===== src/rtl/ahb_master_arbiter.sv =====
// Two-master to one-slave AHB-Lite arbiter: per-master pending address registers,
// one grant per downstream address phase, losing masters stalled through their own hready.
module ahb_master_arbiter #(
    parameter int ADDR_WIDTH  = 32,
    parameter int DATA_WIDTH  = 32,
    parameter int ROUND_ROBIN = 1
) (
    input  logic                    HCLK,
    input  logic                    HRESETn,
    input  logic [2*ADDR_WIDTH-1:0] m_haddr,
    input  logic [2*DATA_WIDTH-1:0] m_hwdata,
    output logic [2*DATA_WIDTH-1:0] m_hrdata,
    input  logic [1:0]              m_hwrite,
    input  logic [3:0]              m_htrans,
    input  logic [5:0]              m_hsize,
    input  logic [5:0]              m_hburst,
    input  logic [7:0]              m_hprot,
    input  logic [1:0]              m_hmastlock,
    output logic [1:0]              m_hready,
    output logic [1:0]              m_hresp,
    output logic [ADDR_WIDTH-1:0]   s_haddr,
    output logic                    s_hwrite,
    output logic [1:0]              s_htrans,
    output logic [2:0]              s_hsize,
    output logic [2:0]              s_hburst,
    output logic [3:0]              s_hprot,
    output logic                    s_hmastlock,
    output logic                    s_hsel,
    output logic [DATA_WIDTH-1:0]   s_hwdata,
    input  logic [DATA_WIDTH-1:0]   s_hrdata,
    input  logic                    s_hready,
    input  logic                    s_hresp
);

    // Address stage (p0): captured master address phases waiting for the slave
    logic [1:0]            r_vld_p0;
    logic [ADDR_WIDTH-1:0] r_addr_p0  [2];
    logic [1:0]            r_write_p0;
    logic [1:0]            r_trans_p0 [2];
    logic [2:0]            r_size_p0  [2];
    logic [2:0]            r_burst_p0 [2];
    logic [3:0]            r_prot_p0  [2];
    logic [1:0]            r_lock_p0;

    // Data stage (p1): which master owns the downstream data phase
    logic                  r_vld_p1;
    logic                  r_owner_p1;

    logic                  r_last_grant;
    logic                  r_lock_vld;
    logic                  r_lock_owner;

    logic [1:0]            w_owns;
    logic [1:0]            w_hready;
    logic [1:0]            w_capture;
    logic [1:0]            w_cand;
    logic [1:0]            w_clr;
    logic                  w_gnt_vld;
    logic                  w_gnt;
    logic                  w_accept;
    logic                  w_lock_release;

    always_comb begin
        w_owns    = '0;
        w_hready  = '0;
        w_capture = '0;
        for (int i = 0; i < 2; i++) begin
            w_owns[i]    = r_vld_p1 & (r_owner_p1 == 1'(i));
            w_hready[i]  = ~r_vld_p0[i] & (~w_owns[i] | s_hready);
            w_capture[i] = m_htrans[2*i+1] & w_hready[i];
        end
        w_lock_release = r_lock_vld & ~m_hmastlock[r_lock_owner] & w_hready[r_lock_owner];
    end

    // A held lock masks the other master out of arbitration entirely.
    always_comb begin
        w_cand = r_vld_p0;
        if (r_lock_vld) begin
            w_cand = r_vld_p0 & (r_lock_owner ? 2'b10 : 2'b01);
        end
        w_gnt_vld = |w_cand;
        if (&w_cand) begin
            w_gnt = (ROUND_ROBIN != 0) ? ~r_last_grant : 1'b1;
        end else begin
            w_gnt = w_cand[1];
        end
        w_accept = w_gnt_vld & s_hready;
        w_clr    = w_accept ? (w_gnt ? 2'b10 : 2'b01) : 2'b00;
    end

    always_ff @(posedge HCLK or negedge HRESETn) begin
        if (!HRESETn) begin
            r_vld_p0     <= '0;
            r_vld_p1     <= 1'b0;
            r_owner_p1   <= 1'b0;
            r_last_grant <= 1'b0;
            r_lock_vld   <= 1'b0;
            r_lock_owner <= 1'b0;
        end else begin
            r_vld_p0 <= (r_vld_p0 & ~w_clr) | w_capture;
            if (w_lock_release) begin
                r_lock_vld <= 1'b0;
            end
            if (w_accept) begin
                r_last_grant <= w_gnt;
                r_vld_p1     <= 1'b1;
                r_owner_p1   <= w_gnt;
                if (r_lock_p0[w_gnt]) begin
                    r_lock_vld   <= 1'b1;
                    r_lock_owner <= w_gnt;
                end
            end else if (s_hready) begin
                r_vld_p1 <= 1'b0;
            end
        end
    end

    always_ff @(posedge HCLK) begin
        for (int i = 0; i < 2; i++) begin
            if (w_capture[i]) begin
                r_addr_p0[i]  <= m_haddr[i*ADDR_WIDTH +: ADDR_WIDTH];
                r_write_p0[i] <= m_hwrite[i];
                r_trans_p0[i] <= m_htrans[2*i +: 2];
                r_size_p0[i]  <= m_hsize[3*i +: 3];
                r_burst_p0[i] <= m_hburst[3*i +: 3];
                r_prot_p0[i]  <= m_hprot[4*i +: 4];
                r_lock_p0[i]  <= m_hmastlock[i];
            end
        end
    end

    always_comb begin
        s_haddr     = '0;
        s_hwrite    = 1'b0;
        s_htrans    = 2'b00;
        s_hsize     = '0;
        s_hburst    = '0;
        s_hprot     = '0;
        s_hmastlock = 1'b0;
        s_hsel      = 1'b0;
        if (w_gnt_vld) begin
            s_haddr     = r_addr_p0[w_gnt];
            s_hwrite    = r_write_p0[w_gnt];
            s_htrans    = r_trans_p0[w_gnt];
            s_hsize     = r_size_p0[w_gnt];
            s_hburst    = r_burst_p0[w_gnt];
            s_hprot     = r_prot_p0[w_gnt];
            s_hmastlock = r_lock_p0[w_gnt];
            s_hsel      = 1'b1;
        end
        s_hwdata = '0;
        if (r_vld_p1) begin
            s_hwdata = r_owner_p1 ? m_hwdata[2*DATA_WIDTH-1:DATA_WIDTH] : m_hwdata[DATA_WIDTH-1:0];
        end
        m_hresp  = w_owns & {2{s_hresp}};
        m_hready = w_hready;
        m_hrdata = {2{s_hrdata}};
    end

endmodule


===== config.mk =====
export PLATFORM = sky130hd
export DESIGN_NAME = ahb_master_arbiter
export DESIGN_NICKNAME = d
export VERILOG_FILES = /design/src/rtl/ahb_master_arbiter.sv
export SDC_FILE = /design/constraint.sdc
export NUM_CORES = 1
export LEC_CHECK = 0
export BUFFER_PORTS_ARGS = -buffer_cell sky130_fd_sc_hd__buf_2
export CAP_MARGIN = 40
export CORE_AREA = 10 10 125 127
export CTS_CLUSTER_DIAMETER = 150
export DETAILED_ROUTE_END_ITERATION = 10
export DIE_AREA = 0 0 135 137
export PLACE_DENSITY_LB_ADDON = 0.08
export SLEW_MARGIN = 30
export SYNTH_ARGS = -nofsm -noshare
export SYNTH_HDL_FRONTEND = slang
export SYNTH_SLANG_ARGS = --single-unit

===== constraint.sdc =====
create_clock -name HCLK -period 3.2 [get_ports HCLK]
set_input_delay 0.8 -clock HCLK [delete_from_list [all_inputs] [get_ports HCLK]]
set_output_delay 0.8 -clock HCLK [all_outputs]
set_load 0.05 [all_outputs]

-- After elaboration in Yosys (flattened, before gate mapping)
Memory sizes are Yosys's and may differ from the RTL's.
Cells that the tools add are included.
- bits in registers: 10
- bits in writable memories: 88
- input bits: 192
- output and inout port bits: 147
- memories kept: 5
- order comparisons: 2
- muxes and demuxes: 32
- bitwise logic cells: 22
- reductions and logical operators: 4
- memory list (name ; words ; width ; rd ports ; clocked after memory_dff ; write ports ; RTL line ; source):
    r_addr_p0 ; 2 ; 32 ; 1 ; 0 ; 2 ; 37 ; logic [ADDR_WIDTH-1:0] r_addr_p0 [2];
    r_prot_p0 ; 2 ; 4 ; 1 ; 0 ; 2 ; 42 ; logic [3:0] r_prot_p0 [2];
    r_burst_p0 ; 2 ; 3 ; 1 ; 0 ; 2 ; 41 ; logic [2:0] r_burst_p0 [2];
    r_size_p0 ; 2 ; 3 ; 1 ; 0 ; 2 ; 40 ; logic [2:0] r_size_p0 [2];
    r_trans_p0 ; 2 ; 2 ; 1 ; 0 ; 2 ; 39 ; logic [1:0] r_trans_p0 [2];
- operators with widths (cell ; count):
    $mux W32 ; 3
    $mux W1 ; 21
    $mux W2 ; 5
    $and A1 B1 Y1 ; 9
    $and A2 B2 Y2 ; 3
    $mux W3 ; 2
    $not A1 Y1 ; 6
    $lt A1 B2 Y1 const B ; 2
    $mux W4 ; 1
    $reduce_and A2 Y1 ; 2
    $not A2 Y2 ; 1
    $or A1 B1 Y1 ; 2
    $or A2 B2 Y2 ; 1
    $reduce_bool A2 Y1 ; 1
    $reduce_or A2 Y1 ; 1

-- Logic depth before layout (Yosys ltp)
Gate-level depths: netlist of run 1.
- depth in word-level cells: 11
- depth in mapped cells: 8

-- Worst setup path after synthesis of run 1
Ideal clock, no wire load.
- path type: input-to-reg
- start: input port s_hready
- end: memory r_addr_p0[1][0], enable pin
- library setup time: 0.409 ns
- data arrival time: 2.990 ns
- required time: 2.791 ns
- slack: -0.199 ns
- stages on the path: 3
- cells stage by stage: inv_1 > a31oi_1 > and2_1
- RTL lines (element ; RTL line ; source):
    from (decl) ; 31 ; input logic s_hready,
    to (decl) ; 37 ;

==> results by group, run 1 <==
Outcome
  • Status: complete, no violations

Clock network
  • Clock transition at path regs: 60 ps
  • CTS buffer count: 9
  • Later-pin clock latency in the skew report: 350 ps
  • CTS tree: yes
  • Max clock buf depth: 2
  • Clock root buffer: clkbuf_16
  • Clock Sinks: 98
  • Post-CTS Setup Bufs: 0
  • CTS resizes: 0
  • Hold_buf cts: 0
  • H-tree lvl count: 3

Logic synthesis
  • Area contributors post-synth: edfxtp_1 59%, buf_4 10%, nand2_1 7.4%
  • Sequential fraction of the synthesis area: 0.618
  • Yosys warning count: 0
  • Synth Area in Simple Gates: 0.163
  • #FFs+latches synth: 98
  • Netlist cell types: 28
  • Combinational family with the most area after synthesis: simple AND/OR/NAND/NOR gates
  • Proportion of synthesized area in mux cells: 0.0701
  • Yosys top cell by area: edfxtp_1
  • Top cell type's share of synthesized area: 0.586
  • Mapped Avg Cell Area: 11.3 um^2
  • Complex-gate fraction of the synthesized area: 0.0204
  • Post-Synthesis Cells: around 420
  • Fraction of the mapped netlist area in adder cells: 0
  • Cell Area, Synth: 4710 um^2
  • Syn nets: 609
  • Post-Synth XOR/XNOR Area: 0

Detailed routing
  • Post-DRT Antenna Nets: 0
  • Via count: around 3600
  • Met2 Routed Length: 7890 um
  • Vias/cell: 4.62
  • DRT Wirelength: between 15000 and 20000 um
  • Met1 Wirelength: 5360 um
  • WL met3: ~1600 um
  • First DRT Iteration DRCs: 170
  • Routed length per instance: 19.6 um
  • Number of remaining DRC errors: 0
  • Drt pass-1 iters: 4
  • Highest metal used: met4

Final layout
  • Final #Nets: just under 800
  • Fin cells: 774
  • Most common cell after layout, fill and taps aside: buf_2
  • Layout cells sized above 1: 0.453
  • Syn-to-layout area delta: 27.2%
  • Most frequent cells in the layout: 242 x buf_2, 93 x nand2_1, 92 x edfxtp_1
  • Final antenna diode count: 0

Setup path
  • Critical Path Max Stage Delay: 460 ps
  • Crit path max fanout: 36
  • Critical Path End Type: primary output
  • Worst path slowest cell: buf_4
  • WP data arrival: 2020 ps
  • CP Class: register to primary output
  • Startpoint Class: register
  • Worst path cell trace: buf_4, inv_1, a31oi_1, buf_2
  • Critical path data required time: approximately 2400 ps

STA
  • Final hold violation count: 0
  • RSZ-0062 raised after global routing: false
  • Slew Limit Fails: 0
  • Hold slack: 268 ps
  • Slew @ Worst Pin: 572 ps
  • Clock Skew: roughly 9.0 ps
  • Setup_tns: 0 ps
  • Final period util: 0.881
  • Slew headroom: 0.618
  • Max Clock Freq: 0.355 GHz
  • Worst setup margin: 382 ps
  • Final setup viols: 0
  • Minimum clock period: approximately 2800 ps

Global routing
  • Tot GR Track Use: 0.158
  • Total gr overflow: 0
  • Initial antenna violation count: 0
  • Number of global-route vias before repair: 3887
  • Largest net degree at the start of global routing: 47
  • First-pass GRT wire length: 22100 um

Min path
  • Min-Delay Path Class: input pin to asynchronous set/reset pin

Floorplanning
  • Die H: 137 um
  • Core area: between 10000 and 15000 um^2
  • Site Rows: 42
  • Initial core utilization: 0.360
  • DIE AREA: 18500 um^2
  • Num ports: 339
  • Die X: between 100 and 150 um

Power
  • Comb power frac: 0.607
  • Switching part of the total: 0.546
  • LEAKAGE: roughly 2.9 nW
  • Total power: 0.00759 W
  • Clock power share: 0.153
  • Peak VDD IR: 0.863 mV
  • Internal power: 0.00344 W
  • PwrDens: 1270 nW/um^2
  • Switching pwr: around 0.0041 W
  • Register share of total power: 0.240

Placed design
  • Placer Congestion: 0.775
  • I/O Buffers: between 200 and 250
  • DP Cell Count: 758
  • Hpwl dp: between 10000 and 15000 um
  • Placement Setup Slack: 678 ps

Job
  • Max cap viols: 0
==> flip-flops by register name, summed over array words and instances, names as in the netlist <==
| signal | flops |
|---|---|
| r_addr_p0 | 64 |
| r_prot_p0 | 8 |
| r_burst_p0 | 6 |
| r_size_p0 | 6 |
| r_trans_p0 | 4 |
| r_lock_p0 | 2 |
| r_vld_p0 | 2 |
| r_write_p0 | 2 |
| r_last_grant | 1 |
| r_lock_owner | 1 |
| r_lock_vld | 1 |
| r_vld_p1 | 1 |
==> layer usage <==
metal  GRT usage  vias to the layer above
met5           0                        -
met4      0.0724                        0
met3      0.0726                       39
met2       0.282                      185
met1       0.155                     1631
li1            -                     1721
==> power by group through the flow <==
stage,clock network (W),registers (W),logic [W]
after floorplan,0,0.00182,0.00371
after global placement,0,0.00185,0.00471
after detailed placement,0,0.00185,0.00470
after CTS,0.00120,0.00183,0.00471
after global routing,0.00124,0.00185,0.00492
final,0.00116,0.00182,0.00460
==> worst max-delay path, delay by kind of cell (launching register included) <==
kind / cells / cell delay (ps)
DFF: 1 / 360
buffers and inverters: 3 / 950
AOI/OAI and AO/OA: 1 / 350
==> cells by family (layout without fill, tap and decap cells) <==
family	count (synthesis)	after routing
AO/OA/AOI/OAI	13	13
buffers and inverters	91	272
flip-flops	98	98
multiplexers	33	33
AND/OR/NAND/NOR	182	182
==> cells in the mapped netlist <==
cell type	instances
buf_1	3
a21o_1	1
dfrtp_1	6
nor2_1	33
nand3_1	46
buf_2	11
a32oi_1	1
mux2i_1	33
inv_1	5
buf_6	1
o221ai_1	1
nand2b_1	3
o2bb2ai_1	1
o22a_1	1
a21boi_2	1
nand2_1	93
o31ai_1	1
and3_1	3
a31oi_1	2
o21ai_1	1
o211ai_1	1
and2_1	2
nor2b_1	1
clkbuf_1	6
buf_4	65
o21ai_0	2
nand3b_1	1
edfxtp_1	92
==> final timing paths <==
check | from | end | slack [ps] | depth (start not counted)
hold reg to reg | r_lock_p0[1] | r_lock_owner | 590 | 2
max in group asynchronous | HRESETn | r_last_grant | 2780 | 1
setup / recovery | r_last_grant | m_hready[0] | 380 | 4
setup reg to reg | r_last_grant | r_addr_p0[0][0] | 1000 | 5
hold / removal | HRESETn | r_vld_p1 | 270 | 1
min in group HCLK | r_lock_p0[1] | r_lock_owner | 590 | 2
==> area by class of cell <==
type	count	area, um^2
clock buffer	11	233
tap	176	220
clock inverter	5	85.1
timing repair buffer	251	1320
fill	1255	7090
inverter	5	18.8
multi-input combinational	228	1210
sequential	98	2910
==> stage by stage <==
stage / utilization / area [um^2]
5_1_grt: 0.458 / 6000
6_report: 0.458 / 6000
4_1_cts: 0.458 / 6000
3_5_place_dp: 0.434 / 5680
3_3_place_gp: 0.434 / 5680
2_1_floorplan: - / 4720
Power figures use the tool's default switching activity.
==> inputs of run 2 (changes only) <==
--- a/config.mk
+++ b/config.mk
@@ -7,10 +7,12 @@
 export LEC_CHECK = 0
 export BUFFER_PORTS_ARGS = -buffer_cell sky130_fd_sc_hd__buf_2
 export CAP_MARGIN = 40
-export CORE_AREA = 10 10 125 127
+export CELL_PAD_IN_SITES_DETAIL_PLACEMENT = 0
+export CELL_PAD_IN_SITES_GLOBAL_PLACEMENT = 1
+export CORE_MARGIN = 10
+export CORE_UTILIZATION = 32
 export CTS_CLUSTER_DIAMETER = 150
 export DETAILED_ROUTE_END_ITERATION = 10
-export DIE_AREA = 0 0 135 137
 export PLACE_DENSITY_LB_ADDON = 0.08
 export SLEW_MARGIN = 30
 export SYNTH_ARGS = -nofsm -noshare
==> run 2 against run 1 <==
Combinational power about the same. Flip-flop and latch count unchanged. Register-to-register slack worse by 20 ps. Critical endpoint is now s_haddr[18]. Wire length down 0.51%. Worst hold slack better by 4.4 ps. Via count down 0.64%. Sequential share of layout area down 0.12 points. Fmax up 0.57%. Cell count up 1.3%. Non-clock buffer count up 2. Critical path depth up 2.
==> results by group, run 2 (synthesis gave the netlist of run 1 again) <==
Global routing
  • Initial antenna violation count: 0 (unchanged)
  • First-pass GRT wire length: 22200 um (was 22100 um)
  • Number of global-route vias before repair: 3988 (was 3887)
  • Tot GR Track Use: 0.143 (was 0.158)
  • Total gr overflow: 0 (unchanged)
  • Largest net degree at the start of global routing: 37 (was 47)

Clock network
  • H-tree lvl count: 3 (unchanged)
  • CTS tree: yes (unchanged)
  • Clock transition at path regs: 70 ps (was 60 ps)
  • Hold_buf cts: 0 (unchanged)
  • Max clock buf depth: 2 (unchanged)
  • CTS buffer count: 9 (unchanged)
  • Clock root buffer: clkbuf_16 (unchanged)
  • CTS resizes: 0 (unchanged)
  • Clock Sinks: 98 (unchanged)
  • Later-pin clock latency in the skew report: 340 ps (was 350 ps)
  • Post-CTS Setup Bufs: 0 (unchanged)

STA
  • Minimum clock period: 2800 ps (was 2820 ps)
  • Final setup viols: 0 (unchanged)
  • Clock Skew: 6.18 ps (was 9.01 ps)
  • Setup_tns: 0 ps (unchanged)
  • RSZ-0062 raised after global routing: false (unchanged)
  • Final period util: 0.876 (was 0.881)
  • Slew headroom: 0.620 (was 0.618)
  • Max Clock Freq: 0.357 GHz (was 0.355 GHz)
  • Slew @ Worst Pin: 569 ps (was 572 ps)
  • Slew Limit Fails: 0 (unchanged)
  • Final hold violation count: 0 (unchanged)

Setup path
  • CP delay by family, top: simple AND/OR/NAND/NOR gates (was buffers and inverters)
  • CP Class: register to primary output (unchanged)
  • Worst path cell trace: nand2b_1, and3_2, buf_4, nand2_1, nand2_1, buf_2 (was buf_4, inv_1, a31oi_1, buf_2)
  • Worst path slowest cell: dfrtp_1 (was buf_4)
  • Startpoint Class: register (unchanged)
  • WP buf/inv: 2 (was 3)
  • Critical path data required time: 2400 ps (about the same)
  • WP data arrival: 2000 ps (was 2020 ps)
  • Critical Path Max Stage Delay: 480 ps (was 460 ps)
  • Crit path max fanout: 23 (was 36)
  • Critical Path End Type: primary output (unchanged)
  • CP dominant cell by count: nand2_1

Outcome
  • Status: complete, no violations (unchanged)

Floorplanning
  • Die H: 141 um (was 137 um)
  • Die X: 141 um (was 135 um)
  • Core area: 14500 um^2 (was 13100 um^2)
  • Site Rows: 44 (was 42)
  • Num ports: 339 (unchanged)
  • DIE AREA: 20000 um^2 (was 18500 um^2)
  • Initial core utilization: 0.326 (was 0.360)

Final layout
  • Post-Layout Inst Area: 6010 um^2 (was 6000 um^2)
  • Final #Nets: 787 (was 785)
  • Biggest register: r_addr_p0 (unchanged)
  • Most frequent cells in the layout: 241 x buf_2, 93 x nand2_1, 92 x edfxtp_1 (was 242 x buf_2, 93 x nand2_1, 92 x edfxtp_1)
  • Fillers: 1449 (was 1255)
  • Max reg flops: 64 (unchanged)
  • Syn-to-layout area delta: 27.6% (was 27.2%)
  • Final antenna diode count: 0 (unchanged)
  • Layout cells sized above 1: 0.457 (was 0.453)
  • Largest regs: r_addr_p0: 64 flops, r_prot_p0: 8 flops (unchanged)
  • Final core utilization: 0.415 (was 0.458)
  • Most common cell after layout, fill and taps aside: buf_2 (unchanged)

Detailed routing
  • DRT Wirelength: 15100 um (was 15200 um)
  • First DRT Iteration DRCs: 136 (was 170)
  • Vias/cell: 4.53 (was 4.62)
  • Via count: 3553 (was 3576)
  • Number of remaining DRC errors: 0 (unchanged)
  • Post-DRT Antenna Nets: 0 (unchanged)
  • Drt pass-1 iters: 4 (unchanged)
  • Routed length per instance: 19.3 um (was 19.6 um)

Placed design
  • Placed Area: 5690 um^2 (was 5680 um^2)
  • Placer Congestion: 0.790 (was 0.775)
  • Hpwl dp: 11900 um (about the same)
  • I/O Buffers: 242 (unchanged)

Power
  • PwrDens: 1260 nW/um^2 (was 1270 nW/um^2)
  • LEAKAGE: 2.86 nW (was 2.85 nW)
  • Total power: 0.00759 W (about the same)
  • Peak VDD IR: 0.539 mV (was 0.863 mV)

Min path
  • Min-Delay Path Class: input pin to asynchronous set/reset pin (unchanged)

Job
  • Max cap viols: 0 (unchanged)
==> run 2: power breakdown <==
part / total (W) / switching (W) / internal [W]
combinational: 0.00461 / 0.00356 / 0.00104
sequential: 0.00183 / 0.000111 / 0.00172
clock: 0.00115 / 0.000465 / 0.000687
total: 0.00759 / 0.00414 / 0.00345
==> run 2: cell type report <==
type | count | area, um^2 | area share
Sequential cell | 98 | 2910 | 0.485
Multi-Input combinational cell | 228 | 1210 | 0.201
Timing Repair Buffer | 253 | 1320 | 0.220
Inverter | 5 | 18.8 | 0.00312
Clock inverter | 6 | 88.8 | 0.0148
Tap cell | 184 | 230 | 0.0383
Clock buffer | 10 | 229 | 0.0381
==> run 2: final timing paths <==
path	startpoint	end	slack, ps	cells past startpoint
hold reg to reg	r_lock_p0[1]	r_lock_owner	610	2
setup reg to reg	r_last_grant	r_size_p0[0][2]	980	5
hold / removal	HRESETn	r_vld_p1	270	1
max in group asynchronous	HRESETn	r_last_grant	2770	1
setup / recovery	r_lock_owner	s_haddr[18]	400	6
min in group HCLK	r_lock_p0[1]	r_lock_owner	610	2
==> run 2: per-layer routing <==
layer | up-vias | wire [um] | GRT usage
li1 | 1724 | - | -
met1 | 1614 | 5580 | 0.146
met2 | 177 | 7600 | 0.251
met3 | 38 | 1520 | 0.0557
met4 | 0 | 401 | 0.0663
met5 | - | 0 | 0
==> run 2: metrics by stage <==
stage                     cells  hold slack (ps)  worst slack (ps)
after CTS                   784              261               325
after detailed placement    768              583               668
after floorplan             417              504               257
after global placement      768              598               720
final                       784              272               398
after global routing        784              267               215
==> inputs of run 3 (changes only) <==
--- a/config.mk
+++ b/config.mk
@@ -9,8 +9,9 @@
 export CAP_MARGIN = 40
 export CELL_PAD_IN_SITES_DETAIL_PLACEMENT = 0
 export CELL_PAD_IN_SITES_GLOBAL_PLACEMENT = 1
+export CORE_ASPECT_RATIO = 1.25
 export CORE_MARGIN = 10
-export CORE_UTILIZATION = 32
+export CORE_UTILIZATION = 29
 export CTS_CLUSTER_DIAMETER = 150
 export DETAILED_ROUTE_END_ITERATION = 10
 export PLACE_DENSITY_LB_ADDON = 0.08
==> constraint.sdc (replaced) <==
create_clock -name HCLK -period 3.1 [get_ports HCLK]
set_input_delay 0.775 -clock HCLK [delete_from_list [all_inputs] [get_ports HCLK]]
set_output_delay 0.775 -clock HCLK [all_outputs]
set_load 0.05 [all_outputs]
==> run 3 against run 2 <==
Via count rose by 1.2%. Critical path depth fell by 2. Sequential share of layout area fell by 0.15 points. Die area rose by 9.0%. Worst setup slack got worse by 2.4 ps. Power rose by 2.5%. Clock power fell by 5%. Wire length rose by 3.1%. Combinational power rose by 4%. Critical path type unchanged. Largest cell class unchanged. Highest routed layer is now met5.
==> results by group, run 3 (synthesis gave the netlist of run 1 again) <==
Outcome
  • Status: complete, no violations (unchanged)

Clock network
  • Later-pin clock latency in the skew report: 340 ps (about the same)
  • CTS tree: yes (unchanged)
  • Clock transition at path regs: 60 ps (was 70 ps)
  • Post-CTS Setup Bufs: 0 (unchanged)
  • Clock Sinks: 98 (unchanged)
  • Clock root buffer: clkbuf_16 (unchanged)
  • CTS buffer count: 9 (unchanged)
  • CTS resizes: 0 (unchanged)
  • Hold_buf cts: 0 (unchanged)
  • Max clock buf depth: 2 (unchanged)
  • H-tree lvl count: 3 (unchanged)

Placed design
  • Hpwl dp: 12000 um (was 11900 um)
  • I/O Buffers: 242 (unchanged)
  • Placed Area: 5740 um^2 (was 5690 um^2)
  • Placer Congestion: 0.777 (was 0.790)
  • Placement Setup Slack: 628 ps (was 668 ps)

Power
  • Internal power: 0.00349 W (was 0.00345 W)
  • Clock power share: 0.140 (was 0.152)
  • Switching pwr: 0.00428 W (was 0.00414 W)
  • PwrDens: 1290 nW/um^2 (was 1260 nW/um^2)
  • Switching part of the total: 0.551 (was 0.546)
  • LEAKAGE: 2.84 nW (was 2.86 nW)
  • Peak VDD IR: 0.491 mV (was 0.539 mV)
  • Comb power frac: 0.617 (was 0.607)
  • Register share of total power: 0.242 (was 0.241)

Final layout
  • Layout cells sized above 1: 0.454 (was 0.457)
  • Final core utilization: 0.375 (was 0.415)
  • Max reg flops: 64 (unchanged)
  • Syn-to-layout area delta: 28.0% (was 27.6%)
  • Final antenna diode count: 0 (unchanged)
  • Most frequent cells in the layout: 242 x buf_2, 93 x nand2_1, 92 x edfxtp_1 (was 241 x buf_2, 93 x nand2_1, 92 x edfxtp_1)
  • Post-Layout Inst Area: 6030 um^2 (was 6010 um^2)
  • Most common cell after layout, fill and taps aside: buf_2 (unchanged)
  • Biggest register: r_addr_p0 (unchanged)
  • Largest regs: r_addr_p0: 64 flops, r_prot_p0: 8 flops (unchanged)
  • Final #Nets: 787 (unchanged)

STA
  • Slew @ Worst Pin: 544 ps (was 569 ps)
  • Setup_tns: 0 ps (unchanged)
  • Clock Skew: 4.89 ps (was 6.18 ps)
  • Worst setup margin: 396 ps (was 398 ps)
  • Final period util: 0.872
  • Minimum clock period: 2700 ps
  • Slew Limit Fails: 0 (unchanged)
  • Final hold violation count: 0 (unchanged)
  • Slew headroom: 0.637 (was 0.620)
  • Final setup viols: 0 (unchanged)
  • RSZ-0062 raised after global routing: false (unchanged)
  • Max Clock Freq: around 0.37 GHz

Detailed routing
  • First DRT Iteration DRCs: 147 (was 136)
  • Drt pass-1 iters: 4 (unchanged)
  • Vias/cell: 4.41 (was 4.53)
  • Via count: 3595 (was 3553)
  • DRT Wirelength: 15600 um (was 15100 um)
  • Post-DRT Antenna Nets: 0 (unchanged)
  • Routed length per instance: 19.1 um (was 19.3 um)
  • Number of remaining DRC errors: 0 (unchanged)

Setup path
  • Worst r2r src: r_last_grant (unchanged)
  • Crit path max fanout: 36 (was 23)
  • CP Class: register to primary output (unchanged)
  • Startpoint Class: register (unchanged)
  • Worst setup startpoint: r_last_grant (was r_lock_owner)
  • WP data arrival: 1930 ps (was 2000 ps)
  • Critical Path End Type: primary output (unchanged)
  • Critical path data required time: 2320 ps (was 2400 ps)

Global routing
  • Initial antenna violation count: 1 (was 0)
  • Number of global-route vias before repair: 4042 (was 3988)
  • Total gr overflow: 0 (unchanged)
  • Largest net degree at the start of global routing: 48 (was 37)
  • Tot GR Track Use: 0.136 (was 0.143)
  • First-pass GRT wire length: 22500 um (was 22200 um)

Floorplanning
  • Site Rows: 52 (was 44)
  • Initial core utilization: 0.293 (was 0.326)
  • Num ports: 339 (unchanged)
  • Die X: 134 um (was 141 um)
  • Die H: 163 um (was 141 um)
  • Core area: 16100 um^2 (was 14500 um^2)
  • DIE AREA: 21800 um^2 (was 20000 um^2)

Min path
  • Min-Delay Path Class: input pin to asynchronous set/reset pin (unchanged)

Job
  • Max cap viols: 0 (unchanged)
==> run 3: changes by cell type in the layout (fill, tap and decap cells not counted), sizes merged <==
cell | previous run | this run
clkbuf | 10 | 11
inv | 6 | 5
bufinv | 2 | 1
==> run 3: layer usage <==
layer,vias up,track usage,share of wire
li1,1726,-,-
met1,1630,0.122,0.33
met2,184,0.253,0.53
met3,53,0.0562,0.10
met4,2,0.0719,0.039
met5,-,0,0.00064
==> run 3: per-stage QoR <==
stage | total power (W) | hold WS [ps] | std cells
finish | 0.00778 | 272 | 815
global route | 0.00824 | 261 | 815
CTS | 0.00795 | 257 | 815
detailed placement | 0.00683 | 588 | 800
global placement | 0.00683 | 572 | 800
floorplan | 0.00570 | 479 | 417
==> run 3: power by group through the flow <==
stage               Combinational (W)  Clock (W)  Sequential (W)
CTS                           0.00493    0.00113         0.00189
detailed placement            0.00492          0         0.00191
global placement              0.00492          0         0.00191
finish                        0.00480    0.00109         0.00189
floorplan                     0.00383          0         0.00188
global route                  0.00515    0.00118         0.00191
==> run 3: worst max-delay path, stage by stage (launching register included) <==
cell and delay (ps):
dfrtp_2 360, buf_4 460, inv_1 120, a31oi_1 300, buf_2 350
==> run 3: area by class of cell <==
| type | count | area [um^2] |
|---|---|---|
| clock buffer | 11 | 233 |
| clock inverter | 4 | 53.8 |
| fill | 1634 | 10000 |
| inverter | 5 | 18.8 |
| multi-input combinational | 228 | 1210 |
| sequential | 98 | 2910 |
| tap | 216 | 270 |
| timing repair buffer | 253 | 1330 |
==> run 3: final timing paths <==
| path | cells past startpoint | slack (ps) | to |
|---|---|---|---|
| worst min-delay path | 1 | 270 | r_vld_p0[1] |
| worst min register to register | 2 | 600 | r_lock_owner |
| worst max register to register | 5 | 1000 | r_size_p0[0][1] |
| min in group HCLK | 2 | 600 | r_lock_owner |
| max in group asynchronous | 1 | 2650 | r_last_grant |
| worst max-delay path | 4 | 400 | m_hready[0] |
